$ cat config.mk
export PLATFORM = sky130hd
export DESIGN_NAME = jk_reg_array
export DESIGN_NICKNAME = d
export VERILOG_FILES = /design/src/rtl/jk_pkg.sv /design/src/rtl/jk_cell.sv /design/src/rtl/jk_reg_array.sv
export SDC_FILE = /design/constraint.sdc
export NUM_CORES = 1
export LEC_CHECK = 0
export ABC_CLOCK_PERIOD_IN_PS = 3500
export CAP_MARGIN = 25
export CORE_ASPECT_RATIO = 0.8
export CORE_MARGIN = 2
export CORE_UTILIZATION = 51
export CTS_BUF_LIST = sky130_fd_sc_hd__clkbuf_8
export CTS_CLUSTER_SIZE = 12
export DETAILED_ROUTE_END_ITERATION = 10
export PLACE_DENSITY = 0.89
export SYNTH_ARGS = -nofsm -noshare
export SYNTH_HDL_FRONTEND = slang
export SYNTH_HIERARCHICAL = 1
export SYNTH_SLANG_ARGS = --single-unit
$ cat constraint.sdc
create_clock -name clk -period 3.5 [get_ports clk]
set_input_delay 0.35 -clock clk [delete_from_list [all_inputs] [get_ports clk]]
set_output_delay 0.35 -clock clk [all_outputs]
set_load 0.02 [all_outputs]
$ cat src/rtl/jk_pkg.sv
// ----------------------------------------------------------------------------
// jk_pkg
// Shared definitions for the JK register array: mode encodings and the
// 2-bit mode type used by jk_reg_array.
// ----------------------------------------------------------------------------
package jk_pkg;

   typedef enum logic [1:0] {
      JK_MODE_JK    = 2'd0,
      JK_MODE_LOAD  = 2'd1,
      JK_MODE_COUNT = 2'd2,
      JK_MODE_SHIFT = 2'd3
   } jk_mode_e;

endpackage : jk_pkg

$ cat src/rtl/jk_cell.sv
// ----------------------------------------------------------------------------
// jk_cell
// One JK flip-flop bit with global enable and per-bit reset value.
//
// Ports:
//   clk    rising-edge clock
//   reset  asynchronous active-low reset (q <= RST_VAL)
//   en     enable; when 0 the bit holds
//   j, k   JK controls: 00 hold, 01 clear, 10 set, 11 toggle
//   q      stored bit
// ----------------------------------------------------------------------------
module jk_cell #(
   parameter logic RST_VAL = 1'b0
) (
   input  logic clk,
   input  logic reset,
   input  logic en,
   input  logic j,
   input  logic k,
   output logic q
);

   logic r_q;

   always_ff @(posedge clk or negedge reset) begin
      if (!reset) begin
         r_q <= RST_VAL;
      end else if (en) begin
         unique case ({j, k})
            2'b00:   r_q <= r_q;
            2'b01:   r_q <= 1'b0;
            2'b10:   r_q <= 1'b1;
            default: r_q <= ~r_q;
         endcase
      end
   end

   assign q = r_q;

endmodule : jk_cell

$ cat src/rtl/jk_reg_array.sv
// ----------------------------------------------------------------------------
// jk_reg_array
// Bank of WIDTH JK cells acting as a general state/counter register.
// Every mode is mapped onto per-bit J/K controls so that the cells are the
// only storage for q.
//
// Ports:
//   clk         rising-edge clock
//   reset       asynchronous active-low reset
//   en          global enable; 0 holds q and clears tc/chg
//   mode        0 JK, 1 LOAD, 2 COUNT, 3 SHIFT
//   j, k        per-bit JK controls (JK mode)
//   d           parallel load data (LOAD mode)
//   ser_in      serial input into bit 0 (SHIFT mode)
//   q, qn       register state and its complement
//   tc          one-cycle pulse after a COUNT wrap from all-ones to zero
//   chg         1 for the cycle after an edge that changed q
//   toggle_cnt  saturating count of changing edges (JK_TOGGLE_CNT_EN only)
//
// Optional feature macro: JK_TOGGLE_CNT_EN adds toggle_cnt.
// ----------------------------------------------------------------------------
module jk_reg_array
   import jk_pkg::*;
#(
   parameter int               WIDTH     = 8,
   parameter logic [WIDTH-1:0] RESET_VAL = {WIDTH{1'b0}},
   parameter int               CNT_W     = 16
) (
   input  logic             clk,
   input  logic             reset,
   input  logic             en,
   input  logic [1:0]       mode,
   input  logic [WIDTH-1:0] j,
   input  logic [WIDTH-1:0] k,
   input  logic [WIDTH-1:0] d,
   input  logic             ser_in,
   output logic [WIDTH-1:0] q,
   output logic [WIDTH-1:0] qn,
   output logic             tc,
`ifdef JK_TOGGLE_CNT_EN
   output logic [CNT_W-1:0] toggle_cnt,
`endif
   output logic             chg
);

   generate
      if (WIDTH < 2 || CNT_W < 1) begin : g_param_check
         $error("jk_reg_array: WIDTH must be >= 2 and CNT_W >= 1");
      end
   endgenerate

   jk_mode_e         w_mode;
   logic [WIDTH-1:0] w_q;
   logic [WIDTH-1:0] w_j;
   logic [WIDTH-1:0] w_k;
   logic [WIDTH-1:0] w_carry;
   logic [WIDTH-1:0] w_shift_src;
   logic             w_chg_nxt;
   logic             w_tc_nxt;
   logic             r_tc;
   logic             r_chg;

   assign w_mode = jk_mode_e'(mode);

   // Ripple carry for COUNT: bit i toggles only when all lower bits are 1.
   assign w_carry[0] = 1'b1;
   genvar gi;
   generate
      for (gi = 1; gi < WIDTH; gi++) begin : g_carry
         assign w_carry[gi] = &w_q[gi-1:0];
      end
   endgenerate

   assign w_shift_src = {w_q[WIDTH-2:0], ser_in};

   always_comb begin
      w_j = '0;
      w_k = '0;
      unique case (w_mode)
         JK_MODE_JK: begin
            w_j = j;
            w_k = k;
         end
         JK_MODE_LOAD: begin
            w_j = d;
            w_k = ~d;
         end
         JK_MODE_COUNT: begin
            w_j = w_carry;
            w_k = w_carry;
         end
         default: begin
            w_j = w_shift_src;
            w_k = ~w_shift_src;
         end
      endcase
   end

   generate
      for (gi = 0; gi < WIDTH; gi++) begin : g_cell
         jk_cell #(
            .RST_VAL (RESET_VAL[gi])
         ) u_cell (
            .clk   (clk),
            .reset (reset),
            .en    (en),
            .j     (w_j[gi]),
            .k     (w_k[gi]),
            .q     (w_q[gi])
         );
      end
   endgenerate

   // A JK bit changes exactly when it is 0 with J set, or 1 with K set,
   // so the change flag is derived from the controls without a shadow copy.
   assign w_chg_nxt = en & (|((w_j & ~w_q) | (w_k & w_q)));
   assign w_tc_nxt  = en & (w_mode == JK_MODE_COUNT) & (&w_q);

   always_ff @(posedge clk or negedge reset) begin
      if (!reset) begin
         r_tc  <= 1'b0;
         r_chg <= 1'b0;
      end else begin
         r_tc  <= w_tc_nxt;
         r_chg <= w_chg_nxt;
      end
   end

`ifdef JK_TOGGLE_CNT_EN
   logic [CNT_W-1:0] r_toggle_cnt;

   always_ff @(posedge clk or negedge reset) begin
      if (!reset) begin
         r_toggle_cnt <= '0;
      end else if (en && w_mode == JK_MODE_LOAD) begin
         r_toggle_cnt <= '0;
      end else if (w_chg_nxt && !(&r_toggle_cnt)) begin
         r_toggle_cnt <= r_toggle_cnt + 1'b1;
      end
   end

   assign toggle_cnt = r_toggle_cnt;
`endif

   assign q   = w_q;
   assign qn  = ~w_q;
   assign tc  = r_tc;
   assign chg = r_chg;

endmodule : jk_reg_array

# Word level (Yosys, flattened, before mapping)
# Index checks and enable logic that the tools add are counted.
# Widths: inputs -> output; s select.
# classes
n_bitwise	25
n_mux	10
reduce_logical	25
eq_ne	18
# op_table
operator	count
$pmux 8 s3	2
$not 8->8	3
$pmux 1 s3	8
$eq 2x1->1 const B	9
$eq 2x2->1 const B	9
$logic_not 2->1	9
$reduce_and 2->1	9
$and 8x8->8	2
$not 1->1	16
$or 8x8->8	1
$reduce_and 8->1	1
$reduce_or 8->1	1
$reduce_and 7->1	1
$reduce_and 6->1	1
$reduce_and 5->1	1
$reduce_and 4->1	1
$and 1x1->1	3
$reduce_and 3->1	1
# word_totals
reg_bits	10
output_inout_bits	18
word_cells	88

# Logic depth before layout (Yosys ltp)
# Gate-level depths: netlist of the first run.
# depth
word_depth	6
depth_mapped	10
mapped_depth_nobuf	9

# By module
# The synthesis of the first run kept the hierarchy.
# modules_own_cells
module	area_each_um2	cells_each	instances
jk_cell	91.3	9	8
jk_reg_array	719.4	106	1

# Worst setup path after synthesis of the first run
# OpenSTA, ideal clock, no wires.
# synth_path
path_type	reg-to-reg
from	register g_cell[0].u_cell.r_q
to	register g_cell[7].u_cell.r_q
t_arrival_ns	2.122
period_less_slack_ns	2.246
n_path_buf	0
path_stages_with_launch	10
setup_slack_ns	1.254
setup_time_ns	0.124
t_required_ns	3.376
cell_sequence	dfrtp_1 and3b_1 and4_4 and3_1 o21ai_0 o21ai_0 inv_1 ha_1 and4b_1 a211o_1
# synth_via
elab_chain_cells	5
elab_cells_between_ends	9
# synth_rtl
item	line_no	source
start, declared	jk_cell.sv:23	logic r_q;
start signal, assigned	jk_cell.sv:30	2'b00: r_q <= r_q;
start signal, assigned	jk_cell.sv:33	default: r_q <= ~r_q;
$reduce_and 7->1 *	jk_reg_array.sv:70	assign w_carry[gi] = &w_q[gi-1:0];
$pmux 8 s3 *	jk_reg_array.sv:79	unique case (w_mode)
via w_j[7]	jk_reg_array.sv:54	logic [WIDTH-1:0] w_j;
branches (longest 3 deep; another with $pmux 1 s3)	-	
end signal, assigned	jk_cell.sv:30	
end signal, assigned	jk_cell.sv:33	
end, declared	jk_cell.sv:23	
# Mark *: on every way through the listed nets, which the timed path passes.
# A chain may end at the register's enable or synchronous reset.

# Worst setup path after layout of the first run
# layout_path
from	input port mode[0]
to	register g_cell[4].u_cell.r_q
# layout_via
elab_chain_cells	5
elab_cells_between_ends	11
# layout_rtl
item	line_no	source
start, declared	jk_reg_array.sv:32	input logic [1:0] mode,
$eq 2x2->1 (tied with other cells)	jk_reg_array.sv:79	
$pmux 8 s3 *	jk_reg_array.sv:79	
via w_k[4]	jk_reg_array.sv:55	logic [WIDTH-1:0] w_k;
branches (longest 3 deep; another with $pmux 1 s3)	-	
end signal, assigned	jk_cell.sv:30	
end signal, assigned	jk_cell.sv:33	
end, declared	jk_cell.sv:23	
# Marks and branches as above.

==> impl_metrics.tcl, run 1 <==
set metrics [dict create \
    ys_seq_elements 10 \
    finClkSkew_ps 2.520 \
    pwr-share-seq 0.238 \
    final_cells 261 \
    grt_setup_unrepaired "no" \
    maxCapViolCount 0 \
    crit_type "input pin to flop" \
    end_kind "flop" \
    path_max_fanout 28 \
    std_cell_rows 17 \
    reg2reg_slack_ps 1070 \
    worstPathArrival_ps 2640 \
    reg2regPathDepth 9 \
    die_x_um 63.62 \
    portBuffers 47 \
    die_h_um 51.70 \
    final_common_cell "clkdlybuf4s50_1" \
    peakVddDrop_uv 322.4 \
    powerDensity_nw_per_um2 551.4 \
    synth.area.top_cells "dfrtp_1, ha_1, inv_1" \
    postRouteAntennaNets 0 \
    cts_root_buf "clkbuf_8" \
    cts_resized 0 \
    setup_violations 0 \
    antenna_found_initial 0 \
    synth_cell_types 43 \
    syn_area_per_cell_um2 8.147 \
    finalMaxSlewViolations 0 \
    antenna_cells 0 \
    postCtsHoldBufs 0 \
    hold_path_class "input pin to asynchronous set/reset pin" \
    ys_seq_area_frac 0.1726 \
    area_growth_pct 37.01 \
    placed_area_um2 1932 \
    core_area_um2 2723 \
    final_nets 270 \
    finalWirelength_um 4205 \
    p_comb_frac 0.620 \
    p_sw_mw 0.4935 \
    initial_core_util 0.5326 \
    power_mw 1.096 \
    required_ps 3690 \
    dp.cells 257 \
    worst_hold_slack_ps 461.6 \
    cts_tree "built" \
    yosys_warnings 6 \
    dieArea_um2 3289 \
    clkLatencyLatePin_ps 250 \
    clock_tree.buffer_depth 2 \
    grt_pass1_wl_um 6969 \
    vias_per_cell 6.023 \
    status "finished, final reports clean" \
    route.detailed.drc 0 \
    gr-total-overflow 0 \
    hold_viol 0 \
    p_leak_nw 0.9490 \
    period_minus_slack_ps 2452 \
    internal-power_mw 0.6022 \
    synth_top_area_cell "dfrtp_1" \
    cts_setup_buffers 0 \
    netlist_area_um2 1450 \
    worst_pin_slew_ps 814.5 \
    cts-buffers-inserted 3 \
    syn_inst 178 \
    grt_usage 0.2736 \
    hpwl_um 3065 \
    synth_top_area_frac 0.1726 \
    route.vias.total 1572 \
    swShare 0.4504 \
    tns_ps 0 \
    first_pass_iters 4 \
    clkTransAtPathRegs_ps 60 \
    wire_per_inst_um 16.11 \
    fmax_mhz 407.8 \
    drive_gt1_frac 0.05381 \
    fin_area_um2 1987 \
    period_share 0.7007 \
    first_iter_violations 84 \
    gp_congestion 0.8857 \
    grt_pass1_vias 1520 \
    grt_max_degree 29 \
    layout_common_cells "clkdlybuf4s50_1, inv_1, ha_1" \
    htreeDepth 1 \
    ios 48 \
    synth_nets 224 \
    critPathLaunchType "input pin" \
    relSlewSlack 0.4553 \
    pwr-share-clk 0.142 \
    clock_sinks 10 \
]
[final timing paths]
kind | start | to
worst min register to register | g_cell[7].u_cell/q | tc
max in group asynchronous | reset | g_cell[2].u_cell/q
worst max register to register | g_cell[0].u_cell/q | g_cell[7].u_cell/q
worst max-delay path | mode[0] | g_cell[4].u_cell/q
min in group clk | g_cell[7].u_cell/q | tc
worst min-delay path | reset | g_cell[6].u_cell/q
[critical path, stage by stage]
cell             delay [ps]
clkdlybuf4s50_1         470
buf_4                   310
inv_1                   220
o21ai_0                 220
a221o_1                 210
inv_1                    80
ha_1                    280
nor4b_1                 330
a211o_1                 150
[sequential cells by signal, indices dropped and copies added, names as in the netlist]
signal / count
g_cell.u_cell/q: 8
chg: 1
tc: 1
[stage by stage]
step             util  worst slack, ps
2_1_floorplan       -             1254
3_3_place_gp   0.7096            913.8
3_5_place_dp   0.7096            840.6
4_1_cts        0.7298             1087
5_1_grt        0.7298            925.9
6_report       0.7298             1048
[Yosys cell counts, drive strengths merged]
cell type	number
nand2	12
ha	16
buf	5
o31ai	1
o32a	1
o21ai	12
mux2i	9
xnor2	1
nor4	1
xor2	1
nor2	6
o2111a	1
inv	28
a2bb2oi	1
nor4b	8
and4	1
and3b	1
a22oi	1
and4b	8
a211oi	1
nor2b	1
o41a	1
a211o	9
mux2	2
and3	2
o211ai	2
o2111ai	2
o221ai	2
a31oi	1
a221o	1
nand2b	13
mux4	1
and2	2
dfrtp	10
clkbuf	3
nor3	2
o22ai	3
a21oi	6
[power by group through the flow]
stage          combinational [mW]  clock (mW)  sequential [mW]
3_5_place_dp                0.671           0            0.256
4_1_cts                     0.679       0.155            0.255
5_1_grt                     0.733       0.161            0.272
6_report                    0.680       0.156            0.260
3_3_place_gp                0.648           0            0.248
2_1_floorplan               0.360           0            0.278
[routing by layer]
layer  vias up  global-route usage  wire length [µm]
li1        745                   -                 -
met4         0             0.06159                17
met1       746              0.3441              1817
met3         4             0.06277               326
met5         -                   0                 0
met2        77              0.4825              2044
[logic make-up after synthesis]
kind of cell | Yosys count | share of synthesized area
buffers and inverters | 36 | 0.1079
adder cells (fa/ha/maj) | 16 | 0.1380
AO/OA/AOI/OAI | 45 | 0.2192
flip-flops | 10 | 0.1726
XOR/XNOR | 2 | 0.01208
multiplexers | 12 | 0.09577
AND/OR/NAND/NOR | 57 | 0.2545
[area by class of cell]
cell class | instances | area [µm²]
timing repair buffer | 49 | 485.5
fill | 231 | 735.7
tap | 38 | 47.55
inverter | 28 | 105.1
sequential | 10 | 250.2
clock buffer | 4 | 55.05
multi-input combinational | 132 | 1044
(Power assumes the default switching activity.)
==> inputs of run 2 (changes only) <==
--- a/config.mk
+++ b/config.mk
@@ -5,15 +5,15 @@
 export SDC_FILE = /design/constraint.sdc
 export NUM_CORES = 1
 export LEC_CHECK = 0
-export ABC_CLOCK_PERIOD_IN_PS = 3500
+export ABC_CLOCK_PERIOD_IN_PS = 2100
 export CAP_MARGIN = 25
 export CORE_ASPECT_RATIO = 0.8
 export CORE_MARGIN = 2
-export CORE_UTILIZATION = 51
+export CORE_UTILIZATION = 43
 export CTS_BUF_LIST = sky130_fd_sc_hd__clkbuf_8
 export CTS_CLUSTER_SIZE = 12
 export DETAILED_ROUTE_END_ITERATION = 10
-export PLACE_DENSITY = 0.89
+export PLACE_DENSITY = 0.8
 export SYNTH_ARGS = -nofsm -noshare
 export SYNTH_HDL_FRONTEND = slang
 export SYNTH_HIERARCHICAL = 1
==> constraint.sdc (replaced) <==
create_clock -name clk -period 2.1 [get_ports clk]
set_input_delay 0.21 -clock clk [delete_from_list [all_inputs] [get_ports clk]]
set_output_delay 0.21 -clock clk [all_outputs]
set_load 0.02 [all_outputs]
==> run 2 against run 1 <==
Net effect:
- combinational power rose by 100%
- first-iteration DRC count rose by 18%
- non-clock buffer count rose by 28
- power rose by 77%
- cell area rose by 12%
- clock-buffer cell count fell by 1
- clock skew rose by 3.3 ps
- die area rose by 17%
- clock power rose by 32%
- via count rose by 2.9%
- critical path depth fell by 1
- register-to-register slack got worse by 1000 ps
- critical path type is now flop to flop
- largest power group unchanged
==> impl_metrics.tcl, run 2 (synthesis gave the netlist of run 1 again) <==
set metrics [dict create \
    largest_reg_flops 8 \
    critical_path.top_delay_family "simple AND/OR/NAND/NOR gates" \
    gr-total-overflow 0 \
    final_common_cell "clkdlybuf4s50_1" \
    power_mw 1.940 \
    vias_per_cell 5.557 \
    hold_path_class "input pin to asynchronous set/reset pin" \
    route.vias.total 1617 \
    peakVddDrop_uv 582.7 \
    finalCoreUtilization 0.7067 \
    area_growth_pct 53.67 \
    dieArea_um2 3856 \
    core_area_um2 3153 \
    htreeDepth 1 \
    period_minus_slack_ps 2077 \
    maxCapViolCount 0 \
    die_h_um 55.94 \
    wire_per_inst_um 14.80 \
    crit_slowest_cell "dfrtp_2" \
    internal-power_mw 1.094 \
    first_iter_violations 99 \
    fmax_mhz 481.5 \
    cts-buffers-inserted 3 \
    antenna_found_initial 0 \
    required_ps 2210 \
    grt_pass1_wl_um 6672 \
    antenna_cells 0 \
    end_kind "flop" \
    drive_gt1_frac 0.1873 \
    powerDensity_nw_per_um2 870.7 \
    finClkSkew_ps 5.822 \
    first_pass_iters 4 \
    grt_max_degree 27 \
    pwr-share-clk 0.106 \
    grt_usage 0.2235 \
    critPathLaunchType "flop" \
    clock_tree.buffer_depth 2 \
    cts_root_buf "clkbuf_8" \
    clock_sinks 10 \
    path_max_fanout 4 \
    hold_viol 0 \
    p_leak_nw 1.090 \
    p_comb_frac 0.706 \
    hpwl_um 3154 \
    cpPeakStageDelay_ps 420 \
    cts_tree "built" \
    final_cells 291 \
    final_nets 298 \
    crit_type "flop to flop" \
    route.detailed.drc 0 \
    postCtsHoldBufs 0 \
    top_register "g_cell.u_cell/q" \
    status "finished, final reports clean" \
    finalMaxSlewViolations 0 \
    std_cell_rows 18 \
    finalWirelength_um 4308 \
    clkTransAtPathRegs_ps 50 \
    postRouteAntennaNets 0 \
    p_sw_mw 0.8461 \
    portBuffers 47 \
    die_x_um 68.93 \
    ios 48 \
    period_share 0.9889 \
    grt_pass1_vias 1481 \
    worst_path_most_repeated_cell "a211o_1" \
    gp_congestion 0.8350 \
    crit_chain "and3b_1, and4_4, and3_4, a211o_1, inv_2, ha_4, and4b_1, a211o_1" \
    layout_common_cells "clkdlybuf4s50_1, buf_4, inv_1" \
    worst_pin_slew_ps 509.7 \
    pwr-share-seq 0.188 \
    clkLatencyLatePin_ps 240 \
    worst_hold_slack_ps 311.1 \
    worstPathArrival_ps 2190 \
    setup_violations 0 \
    relSlewSlack 0.6591 \
    initial_core_util 0.4599 \
    crit_buf_inv 1 \
    swShare 0.4361 \
    dp.cells 283 \
]
run 2: layout make-up:
class	instances	area, µm²
Multi-Input combinational cell	132	1077
Fill cell	252	924.6
Timing Repair Buffer	77	696.9
Sequential cell	10	254.0
Inverter	28	105.1
Tap cell	40	50.05
Clock buffer	3	41.29
Clock inverter	1	3.754
run 2: per-layer routing:
metal | track usage | share of wire | up-vias
li1 | - | - | 798
met1 | 0.3354 | 0.48 | 770
met2 | 0.3338 | 0.45 | 47
met3 | 0.02834 | 0.064 | 2
met4 | 0.05882 | 0.0037 | 0
met5 | 0 | 0 | -
run 2: worst paths after layout:
path | from | endpoint | slack (ps) | depth (start not counted)
worst min-delay path | reset | g_cell[3].u_cell/q | 310 | 1
worst max-delay path | g_cell[0].u_cell/q | g_cell[6].u_cell/q | 20 | 8
worst min register to register | g_cell[7].u_cell/q | tc | 610 | 2
min in group clk | g_cell[7].u_cell/q | tc | 610 | 2
max in group asynchronous | reset | g_cell[1].u_cell/q | 1420 | 1
worst max register to register | g_cell[0].u_cell/q | g_cell[6].u_cell/q | 20 | 8
run 2: metrics by stage:
step / worst slack (ps) / instance area (µm²) / TNS [ps]
2_1_floorplan: 1.975 / 1460 / 0
3_3_place_gp: -257.7 / 2123 / -1655
3_5_place_dp: -325.1 / 2123 / -2072
4_1_cts: 23.89 / 2175 / 0
5_1_grt: -52.34 / 2228 / -94.05
6_report: 23.24 / 2228 / 0
run 2: power groups by stage:
stage	Clock (mW)	Combinational, mW	Sequential, mW
after floorplan	0	0.603	0.470
after global placement	0	1.29	0.357
after detailed placement	0	1.30	0.362
after CTS	0.211	1.32	0.361
after global routing	0.223	1.48	0.370
final	0.206	1.37	0.364
run 2: what timing repair did:
| action | 4_1_cts | 5_1_grt |
|---|---|---|
| setup endpoints to repair | 4 | 7 |
| resized for setup | 1 | 6 |
| buffers inserted | 1 | 3 |
| pin swaps | 0 | 2 |
